### src/rtl/hazard_ctrl.sv
// Hazard/sequencing controller for a 5-stage MIPS pipeline: load-use stall,
// branch flush, registered EX forwarding selects and a halt/drain FSM.
module hazard_ctrl #(
  parameter int unsigned DRAIN_CYCLES = 3,
  parameter int unsigned REG_W        = 5
) (
  input  logic             clk,
  input  logic             rst,
  input  logic [REG_W-1:0] IdRs,
  input  logic [REG_W-1:0] IdRt,
  input  logic             IdReadRs,
  input  logic             IdReadRt,
  input  logic [REG_W-1:0] IdWriteReg,
  input  logic             IdRegWrite,
  input  logic             IdMemRead,
  input  logic             IdHalt,
  input  logic             ExTaken,
  input  logic             Go,
  output logic             PcWrite,
  output logic             IfIdWrite,
  output logic             IfIdFlush,
  output logic             IdExBubble,
  output logic [1:0]       ForwardA,
  output logic [1:0]       ForwardB,
  output logic             Halted
);

  localparam int unsigned CNT_W = (DRAIN_CYCLES > 1) ? $clog2(DRAIN_CYCLES) : 1;

  typedef enum logic [1:0] {
    S_RUN   = 2'd0,
    S_DRAIN = 2'd1,
    S_HALT  = 2'd2
  } state_e;

  state_e             state_q, state_d;
  logic [CNT_W-1:0]   cnt_q, cnt_d;

  logic               ex_wr_q, ex_load_q, mem_wr_q, wb_wr_q;
  logic [REG_W-1:0]   ex_dst_q, mem_dst_q, wb_dst_q;
  logic [1:0]         fwd_a_q, fwd_b_q;

  logic               ex_hit_rs, ex_hit_rt, mem_hit_rs, mem_hit_rt, lu;
  logic [1:0]         fwd_a_c, fwd_b_c;

  // Operand matches against the shadow pipeline; $0 and non-writers never match.
  assign ex_hit_rs  = IdReadRs && ex_wr_q  && (ex_dst_q  != '0) && (ex_dst_q  == IdRs);
  assign ex_hit_rt  = IdReadRt && ex_wr_q  && (ex_dst_q  != '0) && (ex_dst_q  == IdRt);
  assign mem_hit_rs = IdReadRs && mem_wr_q && (mem_dst_q != '0) && (mem_dst_q == IdRs);
  assign mem_hit_rt = IdReadRt && mem_wr_q && (mem_dst_q != '0) && (mem_dst_q == IdRt);
  assign lu         = ex_load_q && (ex_hit_rs || ex_hit_rt);

  assign fwd_a_c = (ex_hit_rs && !ex_load_q) ? 2'd1 : (mem_hit_rs ? 2'd2 : 2'd0);
  assign fwd_b_c = (ex_hit_rt && !ex_load_q) ? 2'd1 : (mem_hit_rt ? 2'd2 : 2'd0);

  assign ForwardA = fwd_a_q;
  assign ForwardB = fwd_b_q;
  assign Halted   = (state_q == S_HALT);

  // Next-state and pipeline control.
  always_comb begin
    state_d    = state_q;
    cnt_d      = cnt_q;
    PcWrite    = 1'b1;
    IfIdWrite  = 1'b1;
    IfIdFlush  = 1'b0;
    IdExBubble = 1'b0;
    unique case (state_q)
      S_RUN: begin
        if (ExTaken) begin
          IfIdFlush  = 1'b1;
          IdExBubble = 1'b1;
        end else if (lu) begin
          PcWrite    = 1'b0;
          IfIdWrite  = 1'b0;
          IdExBubble = 1'b1;
        end else if (IdHalt) begin
          state_d = S_DRAIN;
          cnt_d   = '0;
        end
      end
      S_DRAIN: begin
        PcWrite    = 1'b0;
        IfIdWrite  = 1'b0;
        IdExBubble = 1'b1;
        cnt_d      = cnt_q + CNT_W'(1);
        if (cnt_q == CNT_W'(DRAIN_CYCLES - 1)) begin
          state_d = S_HALT;
        end
      end
      S_HALT: begin
        PcWrite    = 1'b0;
        IfIdWrite  = 1'b0;
        IdExBubble = 1'b1;
        if (Go) begin
          IfIdFlush = 1'b1;
          state_d   = S_RUN;
        end
      end
      default: begin
        state_d = S_RUN;
      end
    endcase
  end

  // State, drain counter, shadow destinations and registered forward selects.
  always_ff @(posedge clk) begin
    if (rst) begin
      state_q   <= S_RUN;
      cnt_q     <= '0;
      ex_wr_q   <= 1'b0;
      ex_dst_q  <= '0;
      ex_load_q <= 1'b0;
      mem_wr_q  <= 1'b0;
      mem_dst_q <= '0;
      wb_wr_q   <= 1'b0;
      wb_dst_q  <= '0;
      fwd_a_q   <= 2'd0;
      fwd_b_q   <= 2'd0;
    end else begin
      state_q   <= state_d;
      cnt_q     <= cnt_d;
      ex_wr_q   <= IdExBubble ? 1'b0 : IdRegWrite;
      ex_dst_q  <= IdExBubble ? '0   : IdWriteReg;
      ex_load_q <= IdExBubble ? 1'b0 : IdMemRead;
      mem_wr_q  <= ex_wr_q;
      mem_dst_q <= ex_dst_q;
      wb_wr_q   <= mem_wr_q;
      wb_dst_q  <= mem_dst_q;
      fwd_a_q   <= IdExBubble ? 2'd0 : fwd_a_c;
      fwd_b_q   <= IdExBubble ? 2'd0 : fwd_b_c;
    end
  end

  // WB shadow is kept for completeness; the register file resolves WB hazards.
  logic wb_unused;
  assign wb_unused = wb_wr_q ^ (^wb_dst_q);

endmodule

### config.mk
export PLATFORM = sky130hd
export DESIGN_NAME = hazard_ctrl
export DESIGN_NICKNAME = d
export VERILOG_FILES = /design/src/rtl/hazard_ctrl.sv
export SDC_FILE = /design/constraint.sdc
export NUM_CORES = 1
export LEC_CHECK = 0
export ABC_AREA = 1
export BUFFER_PORTS_ARGS = -buffer_cell sky130_fd_sc_hd__buf_2
export CAP_MARGIN = 20
export CORE_MARGIN = 5
export CORE_UTILIZATION = 46
export DETAILED_ROUTE_END_ITERATION = 12
export PLACE_DENSITY_LB_ADDON = 0.3
export SLEW_MARGIN = 30
export SYNTH_ARGS = -nofsm -noshare
export SYNTH_HDL_FRONTEND = slang
export SYNTH_SLANG_ARGS = --single-unit
### constraint.sdc
create_clock -name clk -period 1.4 [get_ports clk]
set_input_delay 0.28 -clock clk [delete_from_list [all_inputs] [get_ports clk]]
set_output_delay 0.28 -clock clk [all_outputs]
set_load 0.005 [all_outputs]
# Word level (Yosys, flattened, before mapping)
# Index checks and enable logic that the tools add are counted.
# classes
add_sub_neg,1
n_mul,0
n_div,0
order_cmp,0
eq_ne,12
shifts,0
muxes,23
bitwise,0
reduce_logical,27
# ops
cell,count
== test 5 bit,4
2-to-1 mux 2 bit,10
logical AND 1 bit,15
"inequality test 2 bit, second input constant",5
nonzero test 5 bit,2
2-to-1 mux 1 bit,8
case mux 1 bit (2 select lines),3
case mux 2 bit (3 select lines),1
OR reduction 3 bit,2
AND reduction 5 bit,1
"== test 2 bit, second input constant",2
case mux 2 bit (2 select lines),1
AND reduction 4 bit,1
OR reduction 2 bit,2
"adder 2 x 1 -> 2 bit, second input constant",1
"== test 2 x 1 -> 1 bit, second input constant",1
zero test 2 bit,1
nonzero test 2 bit,1
zero test 1 bit,1
logical OR 1 bit,1
# word_totals
register_bits,21
latch_bits,0
ram_bits,0
rom_bits,0
inputBits,24
output_inout_bits,9
elab_cells,74
n_memories,0

# Logic depth before layout (Yosys ltp)
# Gate-level depths: netlist of the first run.
# logic_depth
word_depth,9
mapped_depth,14

# Worst setup path before layout of the first run
# Ideal clock, no wire load.
# synth_path
kind,register to output
from,reg ex_dst_q[3]
to,out PcWrite
arrival_time_ns,1.140
path_slack_ns,-0.020
stages_incl_launch_ff,11
n_path_buf,1
path_cell_list,dfxtp_1 inv_2 a21oi_1 nand2_1 nor2_2 nand2_1 nand2_2 nand2_4 o22ai_1 inv_1 buf_4
# synth_via
elab_chain_cells,8
# synth_lines
element,line_no,text
start: declaration,40,"logic [REG_W-1:0] ex_dst_q, mem_dst_q, wb_dst_q;"
start signal: assignment,124,ex_dst_q <= IdExBubble ? '0 : IdWriteReg;
nonzero test 5 bit,"47, 48",
logical AND 1 bit (on tied branches) (2 in series),"47, 48",
logical OR 1 bit (*),51,assign lu = ex_load_q && (ex_hit_rs || ex_hit_rt);
logical AND 1 bit (*),51,
2-to-1 mux 1 bit (*) (2 in series),n/a,
case mux 1 bit (2 select lines) (*),n/a,
end: declaration,19,"output logic PcWrite,"
# Every way passes the cells marked *; elsewhere a longest branch is shown, timed or not.

# Final worst setup path of the first run
# layout_path
from,reg ex_dst_q[4]
to,out PcWrite
# layout_via
elab_chain_cells,8
# layout_lines
element,line_no,text
nonzero test 5 bit,"47, 48",
logical AND 1 bit (on tied branches) (2 in series),"47, 48",
logical OR 1 bit (*),51,
logical AND 1 bit (*),51,
2-to-1 mux 1 bit (*),73,end else if (lu) begin
2-to-1 mux 1 bit (*),70,if (ExTaken) begin
case mux 1 bit (2 select lines) (*),68,unique case (state_q)
# Marks and branches as above.

==> run metrics, run 1 <==
Mean Syn Cell Area 6.391 um^2; drt pass-1 iters 5; Die X 62.05 um; largest net degree at the start of global routing 12; Arr. time, crit path 1.61 ns; vias in the first global route 1302; GRT Util Overall 0.1842; Num Clock Sinks 21; Power Internal 1.925 mW; vias per cell 4.928; global-route wire length before repair 5285 um; commonest non-fill, non-tap cell in the layout nand2_1; cells after synthesis 195; PwrDens 1778 nW/um^2; dpl hpwl 2407 um; area of the multi-input gates 778.2 um^2; Req. time, crit path 1.12 ns; Layout area overhead 52.61%; Root Buffer clkbuf_4; gpl congestion 0.8577; row count 18; Die Ht 62.05 um; drt drc 0; kind of critical path reg2out; CP Max Fanout 4; sequential power share 0.254; final core utilization 0.7473; CTS clk-pin slew, worst paths 0.12 ns; Ports 33; Slew @ Worst Pin 0.3452 ns; Peak Freq 0.5296 GHz; MaxCap Viol Count 0; layout cells sized above 1 0.4789; crit path launch type register; Post-Syn Nets 224; LEAKAGE 0.9993 nW; Tmin final 1.888 ns; Netlist cell types 21; remaining antenna violation count 0; status finished, violations left; Vias 1434; combinational share of power 0.659; wire length per cell 13.11 um; FF+latch count, synth 21; initial antenna violation count 0; H-tree levels 1; Routed WL 3815 um; RSZ-0062 raised after global routing true; Netlist Area Pre-Place 1246 um^2; failing checks negative setup slack; Worst setup EP type primary output; Placeable Area 2545 um^2; Setup Viol. Count Final 19; clk_lat worst skew 0.30 ns; Syn. warnings 0; maximum vdd ir drop 0.001968 V; number of port buffers 32; skew final 0.002217 ns; Fin. Hold Viols 0; Clock Power Share 0.087; Slew headroom 0.7677; max-slew violations 0; gr ovfl total 0; Final WS setup -0.4882 ns; Starting Density 0.4897; Layout fillers 193; Seq/Total Area, Yosys 0.3373; Switching Share 0.4308; hold slack 0.1773 ns; commonest non-fill, non-tap cells in the layout nand2_1, inv_1, buf_2, buf_4, nor2_1; Diodes inserted 0; clock tree from TritonCTS built; NetSw 1.457 mW; CTS buffer count 3; die area 3850 um^2; drt first-iter violations 72; worst hold path type in2reg; fin crit share 1.349; setup TNS -4.740 ns; CTS max path bufs 2; Final #Nets 291; flip-flop and latch area 432.9 um^2
## timing repair
item / 4_1_cts / 5_1_grt
gates resized for setup: 19 / 35
buffers inserted: 5 / 4
cloned: 0 / 0
endpoints found under the hold margin: 0 / 0
setup endpoints to repair: 16 / 20
hold buffers: 0 / 0
pin swaps: 8 / 11
## final timing paths
check	from	depth (start not counted)	end	slack (ns)
setup reg to reg	ex_dst_q[4]$_SDFF_PP0_	14	state_q[0]$_SDFFE_PP0P_	-0.31
hold reg to reg	ex_wr_q$_SDFF_PP0_	2	mem_wr_q$_SDFF_PP0_	0.47
hold / removal	IdWriteReg[1]	3	ex_dst_q[1]$_SDFF_PP0_	0.18
setup / recovery	ex_dst_q[4]$_SDFF_PP0_	10	PcWrite	-0.49
## worst max-delay path, cell delays in order, from the launching register on
cell	delay (ns)
dfxtp_2	0.39
inv_4	0.06
nand3_4	0.08
nor2_4	0.05
nor2_1	0.19
nand2_2	0.09
nand2_2	0.10
nand2_4	0.07
o22ai_2	0.09
inv_1	0.06
buf_2	0.12
## area by class of cell
type / count / share of cell area
multi-input combinational: 127 / 0.4092
sequential: 21 / 0.2276
clock buffer: 4 / 0.01382
timing repair buffer: 64 / 0.2355
tap: 30 / 0.01974
inverter: 45 / 0.09408
## cell usage after synthesis (all sizes together)
cell type / instances / share of area
nand4: 5 / 0.025
o211ai: 2 / 0.012
o21a: 1 / 0.0060
nand2: 63 / 0.20
a21oi: 4 / 0.019
buf: 2 / 0.015
nor2: 32 / 0.12
nor4: 1 / 0.0050
o22ai: 5 / 0.025
o2111a: 1 / 0.0090
dfxtp: 21 / 0.34
inv: 45 / 0.14
ha: 5 / 0.050
nand3: 8 / 0.036
## registers in the layout, indices dropped and copies added, names as in the netlist
register   flops
ForwardA       2
ForwardB       2
cnt_q          2
ex_dst_q       5
ex_load_q      1
ex_wr_q        1
mem_dst_q      5
mem_wr_q       1
state_q        2
## power by group through the flow
| stage | registers (mW) | logic, mW | clock network, mW |
|---|---|---|---|
| after floorplan | 0.823 | 0.947 | 0 |
| after global placement | 0.831 | 1.46 | 0 |
| after detailed placement | 0.837 | 1.49 | 0 |
| after CTS | 0.834 | 1.74 | 0.292 |
| after global routing | 0.877 | 2.42 | 0.336 |
| final | 0.857 | 2.23 | 0.295 |
## per-stage QoR
step	cells	worst slack (ns)	cell area [um^2]	power, mW
after CTS	287	-0.4026	1745	2.865
final	291	-0.4882	1902	3.381
after floorplan	195	0.001346	1249	1.770
after detailed placement	278	-0.1384	1613	2.322
after global routing	291	-0.5944	1902	3.636
after global placement	278	-0.1155	1613	2.287
## cells by family after synthesis
kind of cell | synth area share
AO/OA/AOI/OAI | 0.07128
flip-flops | 0.3373
adder cells (fa/ha/maj) | 0.05020
AND/OR/NAND/NOR | 0.3906
buffers and inverters | 0.1506
## routing by layer
metal,up-vias,track usage,part of all wire
met1,651,0.2249,0.41
met5,-,0,0
met4,0,0.04848,0.018
met2,54,0.3402,0.52
met3,9,0.01860,0.057
li1,720,-,-
Power figures use the tool's default switching activity.
==> inputs of run 2 (changes only) <==
--- a/config.mk
+++ b/config.mk
@@ -11,6 +11,7 @@
 export CORE_MARGIN = 5
 export CORE_UTILIZATION = 46
 export DETAILED_ROUTE_END_ITERATION = 12
+export MAX_ROUTING_LAYER = met4
 export PLACE_DENSITY_LB_ADDON = 0.3
 export SLEW_MARGIN = 30
 export SYNTH_ARGS = -nofsm -noshare
==> run 2 against run 1 <==
The flow still finishes with violations (negative setup slack). Via count fell by 0.56%. Count of clock-buffer cells in the layout did not move. Sequential share of layout area did not move. Critical endpoint unchanged. Largest power group unchanged.
==> run metrics, run 2 (synthesized netlist as in run 1, its figures left out) <==
LEAKAGE 0.9993 nW (unchanged); Hold Path Cell Cnt 3 (unchanged); H-tree levels 1 (unchanged); commonest non-fill, non-tap cell in the layout nand2_1; Placed Cells 278 (unchanged); initial antenna violation count 0 (unchanged); RSZ-0062 raised after global routing true; Vias 1426 (-0.56%); final core utilization 0.7473 (unchanged); Placeable Area 2545 um^2 (unchanged); Root Buffer clkbuf_4; Die Ht 62.05 um (unchanged); Fin. Hold Viols 0 (unchanged); placed inst area 1613 um^2 (unchanged); commonest non-fill, non-tap cells in the layout nand2_1, inv_1, buf_2, buf_4, nor2_1; skew final 0.002674 ns (+0.0004568 ns); Slowest cell on crit path dfxtp_2; drt first-iter violations 69 (-4.2%); gpl congestion 0.8714 (+1.6%); critical register-to-register path startpoint ex_dst_q[4]$_SDFF_PP0_; crit path launch type register; drt pass-1 iters 4 (-1); row count 18 (unchanged); CP cell instances inv_4 > nand3_4 > nor2_4 > nor2_1 > nand2_2 > nand2_2 > nand2_4 > o22ai_2 > inv_1 > buf_2; met3 GRT Util 0.01860 (unchanged); Final WS setup -0.4939 ns (-0.005782 ns); largest net degree at the start of global routing 12 (unchanged); met1 Use GR 0.2249 (unchanged); CP Max Fanout 4 (unchanged); GRT busiest layer met2; remaining antenna violation count 0 (unchanged); dpl hpwl 2407 um (unchanged); Ports 33 (unchanged); maximum vdd ir drop 0.001965 V (-0.14%); Slew @ Worst Pin 0.3576 ns (+0.01242 ns); Peak Freq 0.5280 GHz (-0.31%); CTS max path bufs 2 (unchanged); Post-Place Worst Slack -0.1384 ns (unchanged); Layout fillers 193 (unchanged); Final #Nets 291 (unchanged); flip-flop and latch area 432.9 um^2 (unchanged); Hold Startpoint IdWriteReg[1]; R2R cell count 14 (unchanged); setup TNS -4.720 ns (+0.02030 ns); Worst setup EP type primary output; CP max stage delay 0.39 ns (about the same); Num Clock Sinks 21 (unchanged); top flop regs ex_dst_q x5, mem_dst_q x5; Worst path most repeated cell nand2_2; PwrDens 1779 nW/um^2 (about the same); Die X 62.05 um (unchanged); global-route wire length before repair 5285 um (unchanged); Setup Viol. Count Final 19 (unchanged); Min-Delay Endpoint ex_dst_q[1]$_SDFF_PP0_; kind of critical path reg2out; Non-Filler Instances 291 (unchanged); MaxCap Viol Count 0 (unchanged); Req. time, crit path 1.12 ns (about the same); Slew headroom 0.7594 (-0.008354); CTS clk-pin slew, worst paths 0.11 ns (about the same); vias per cell 4.900 (-0.56%); R2R setup slack -0.31 ns (about the same); failing checks negative setup slack; area of the multi-input gates 778.2 um^2 (unchanged); wire length per cell 13.04 um (-0.50%); Diodes inserted 0 (unchanged); Layout area overhead 52.61% (unchanged); Arr. time, crit path 1.61 ns (about the same); Routed WL 3796 um (-0.50%); met2 usage 0.3402 (unchanged); hold slack 0.1701 ns (-0.007206 ns); number of port buffers 32 (unchanged); Tmin final 1.894 ns (+0.005782 ns); GRT Util Overall 0.1899 (+0.005641); clk_lat worst skew 0.31 ns (about the same); Starting Density 0.4897 (unchanged); drt drc 0 (unchanged); max-slew violations 0 (unchanged); clock tree from TritonCTS built; layout cells sized above 1 0.4789 (unchanged); die area 3850 um^2 (unchanged); gr ovfl total 0 (unchanged); status finished, violations left; reg2reg end state_q[0]$_SDFFE_PP0P_; post-route total power 3.384 mW (about the same); worst hold path type in2reg; CTS buffer count 3 (unchanged); hold_buf cts 0 (unchanged); fin crit share 1.353 (+0.004130); vias in the first global route 1302 (unchanged); post-route cell area 1902 um^2 (unchanged)
run 2: cell counts in the layout (fill, tap and decap cells not counted):
Identical to the previous run, type by type.
run 2: critical path, delay by kind of cell (launching register included):
| family | cells | cell delay, ns |
|---|---|---|
| AOI/OAI and AO/OA | 1 | 0.09 |
| buffers and inverters | 3 | 0.24 |
| DFF | 1 | 0.39 |
| and+or+nand+nor | 6 | 0.57 |
run 2: worst max path at each step:
| stage | start | end | slack (ns) | cells after the start |
|---|---|---|---|---|
| after floorplan | ex_dst_q[1]$_SDFF_PP0_ | PcWrite | 0.001 | 10 |
| after global placement | IdRs[4] | IfIdWrite | -0.12 | 12 |
| after detailed placement | IdRt[1] | PcWrite | -0.14 | 13 |
| after CTS | ex_wr_q$_SDFF_PP0_ | IfIdWrite | -0.40 | 10 |
| after global routing | ex_dst_q[2]$_SDFF_PP0_ | IdExBubble | -0.59 | 12 |
| final | ex_dst_q[4]$_SDFF_PP0_ | PcWrite | -0.49 | 10 |
run 2: where the power goes:
group	internal, mW	switching (mW)	leakage, nW	total (mW)
combinational	1.06	1.17	0.809	2.23
clock	0.111	0.188	0.0150	0.299
sequential	0.753	0.105	0.175	0.857
total	1.93	1.46	0.999	3.38
run 2: layout make-up:
| class | count | share of cell area |
|---|---|---|
| clock buffer | 4 | 0.01382 |
| inverter | 45 | 0.09408 |
| multi-input combinational | 127 | 0.4092 |
| sequential | 21 | 0.2276 |
| tap | 30 | 0.01974 |
| timing repair buffer | 64 | 0.2355 |
run 2: repair_timing:
action,4_1_cts,5_1_grt
resized for setup,19,35
buffers inserted,5,4
endpoints found under the setup margin,16,20
pin swaps,8,11
run 2: routing by layer:
layer / up-vias / part of all wire / wire length (um)
met3: 12 / 0.052 / 197
met2: 44 / 0.52 / 1955
met1: 650 / 0.41 / 1561
li1: 720 / - / -
met4: 0 / 0.022 / 82
met5: - / 0 / 0
==> inputs of run 3 (changes only) <==
==> constraint.sdc (replaced) <==
create_clock -name clk -period 1.4 [get_ports clk]
set_input_delay 0.07 -clock clk [delete_from_list [all_inputs] [get_ports clk]]
set_output_delay 0.07 -clock clk [all_outputs]
set_load 0.005 [all_outputs]
==> run 3 against run 2 <==
The run still ends with negative setup slack left. Highest routed layer unchanged. Maximum frequency is 12% higher. Combinational power is 2% lower. Global-route usage is 0.24 points higher. Largest cell class unchanged. Total power is 1.7% lower. Sequential share of layout area is 0.59 points higher. Flip-flop and latch count stayed put. Clock skew is 0.0017 ns higher. Die area stayed put. Setup slack better by 0.21 ns. Count of clock-buffer cells in the layout stayed put.
==> run metrics, run 3 (synthesized netlist as in run 1, its figures left out) <==
Starting Density 0.4897 (unchanged); Setup Viol. Count Final 16 (-3); GRT Util Overall 0.1922 (+0.002355); maximum vdd ir drop 0.001741 V (-11%); drt pass-1 iters 4 (unchanged); drt drc 0 (unchanged); vias per cell 4.875 (-0.53%); global-route wire length before repair 5292 um (+0.13%); Clock Power Share 0.086 (-0.002); Placeable Area 2545 um^2 (unchanged); Die Ht 62.05 um (unchanged); worst hold path type in2reg; RSZ-0062 raised after global routing true; clk_lat worst skew 0.30 ns (about the same); gr ovfl total 0 (unchanged); Power Internal 1.967 mW (+2.2%); Req. time, crit path 1.33 ns (+0.21 ns); commonest non-fill, non-tap cell in the layout nand2_1; H-tree levels 1 (unchanged); LEAKAGE 0.9759 nW (-2.3%); layout cells sized above 1 0.4125 (-0.06648); gpl congestion 0.9333 (+7.1%); top flop regs ex_dst_q x5, mem_dst_q x5; number of port buffers 32 (unchanged); Fin. Hold Viols 0 (unchanged); wire length per cell 12.43 um (-4.7%); Layout area overhead 48.29%; dpl hpwl 2343 um (-2.7%); Root Buffer clkbuf_4; remaining antenna violation count 0 (unchanged); row count 18 (unchanged); skew final 0.004396 ns (+0.001722 ns); clock tree from TritonCTS built; Arr. time, crit path 1.62 ns (about the same); Final #Nets 287 (-1.4%); Placed Cells 266 (-4.3%); Routed WL 3567 um (-6.0%); sequential power share 0.257 (+0.004); Vias 1399 (-1.9%); PwrDens 1799 nW/um^2 (+1.1%); fin crit share 1.206 (-0.1469); Diodes inserted 0 (unchanged); commonest non-fill, non-tap cells in the layout nand2_1, inv_1, buf_2, nor2_1, buf_4; NetSw 1.359 mW (-6.8%); CTS max path bufs 2 (unchanged); Num Clock Sinks 21 (unchanged); Switching Share 0.4085 (-0.02243); Die X 62.05 um (unchanged); initial antenna violation count 0 (unchanged); drt first-iter violations 108 (+57%); status finished, violations left; Layout fillers 204 (+5.7%); crit path launch type register; setup TNS -3.499 ns (+1.221 ns); Slew @ Worst Pin 0.4311 ns (+0.07353 ns); largest net degree at the start of global routing 12 (unchanged); die area 3850 um^2 (unchanged); CP Max Fanout 4 (unchanged); CTS buffer count 3 (unchanged); Tmin final 1.688 ns (-0.2056 ns); combinational share of power 0.657 (about the same); MaxCap Viol Count 0 (unchanged); Ports 33 (unchanged); max-slew violations 0 (unchanged); failing checks negative setup slack; CTS clk-pin slew, worst paths 0.11 ns (about the same); Peak Freq 0.5923 GHz (+12%); vias in the first global route 1271 (-2.4%); Final WS setup -0.2883 ns (+0.2056 ns); Slew headroom 0.7099 (-0.04947); Non-Filler Instances 287 (-1.4%); Worst setup EP type primary output; kind of critical path reg2out
[run 3: final timing paths]
kind / to / slack (ns) / cells after the start / startpoint
worst max-delay path: IdExBubble / -0.29 / 12 / ex_dst_q[3]$_SDFF_PP0_
worst max register to register: ex_dst_q[4]$_SDFF_PP0_ / -0.25 / 14 / ex_dst_q[3]$_SDFF_PP0_
worst min register to register: mem_wr_q$_SDFF_PP0_ / 0.45 / 2 / ex_wr_q$_SDFF_PP0_
worst min-delay path: mem_dst_q[3]$_SDFF_PP0_ / 0.02 / 2 / rst
[run 3: through the flow]
step / worst slack (ns) / hold slack (ns) / area (um^2) / util / power [mW]
finish: -0.2883 / 0.01748 / 1848 / 0.7262 / 3.325
global route: -0.3900 / 0.003654 / 1848 / 0.7262 / 3.596
CTS: -0.2747 / 0.01332 / 1724 / 0.6775 / 2.936
detailed placement: -0.04338 / 0.2965 / 1520 / 0.5973 / 2.301
global placement: -0.02427 / 0.2882 / 1520 / 0.5973 / 2.281
floorplan: 0.09701 / 0.1413 / 1246 / - / 1.767
[run 3: area by class of cell]
cell class,instances,area (um^2),area share
tap,30,37.54,0.02031
clock buffer,4,26.28,0.01422
timing repair buffer,60,446.7,0.2417
sequential,21,431.7,0.2336
inverter,45,178.9,0.09682
multi-input combinational,127,726.9,0.3934
[run 3: power by group through the flow]
stage / Clock (mW) / Combinational (mW) / Sequential [mW]
CTS: 0.292 / 1.81 / 0.830
global route: 0.319 / 2.40 / 0.874
global placement: 0 / 1.45 / 0.834
floorplan: 0 / 0.947 / 0.820
finish: 0.286 / 2.19 / 0.853
detailed placement: 0 / 1.47 / 0.833
[run 3: worst max-delay path: stages (launching register included)]
cell     delay (ns)
dfxtp_4        0.39
inv_6          0.05
a21oi_2        0.12
nand2_1        0.07
nor2_2         0.12
nand2_1        0.07
nand2_2        0.08
nand2_4        0.06
nand3_2        0.06
nand2_2        0.06
buf_6          0.11
inv_2          0.04
buf_6          0.08
[run 3: layer usage]
metal,track usage,part of all wire,vias up
met1,0.2431,0.43,624
met4,0.06364,0.020,0
met5,-,0,-
met3,0.03719,0.057,12
met2,0.3062,0.49,50
li1,-,-,713
[run 3: what timing repair did]
action	4_1_cts	5_1_grt
endpoints found under the hold margin	7	0
pin swaps	8	12
setup endpoints to repair	18	19
hold buffers	7	0
buffers inserted	6	5
cloned	1	0
gates resized for setup	17	23
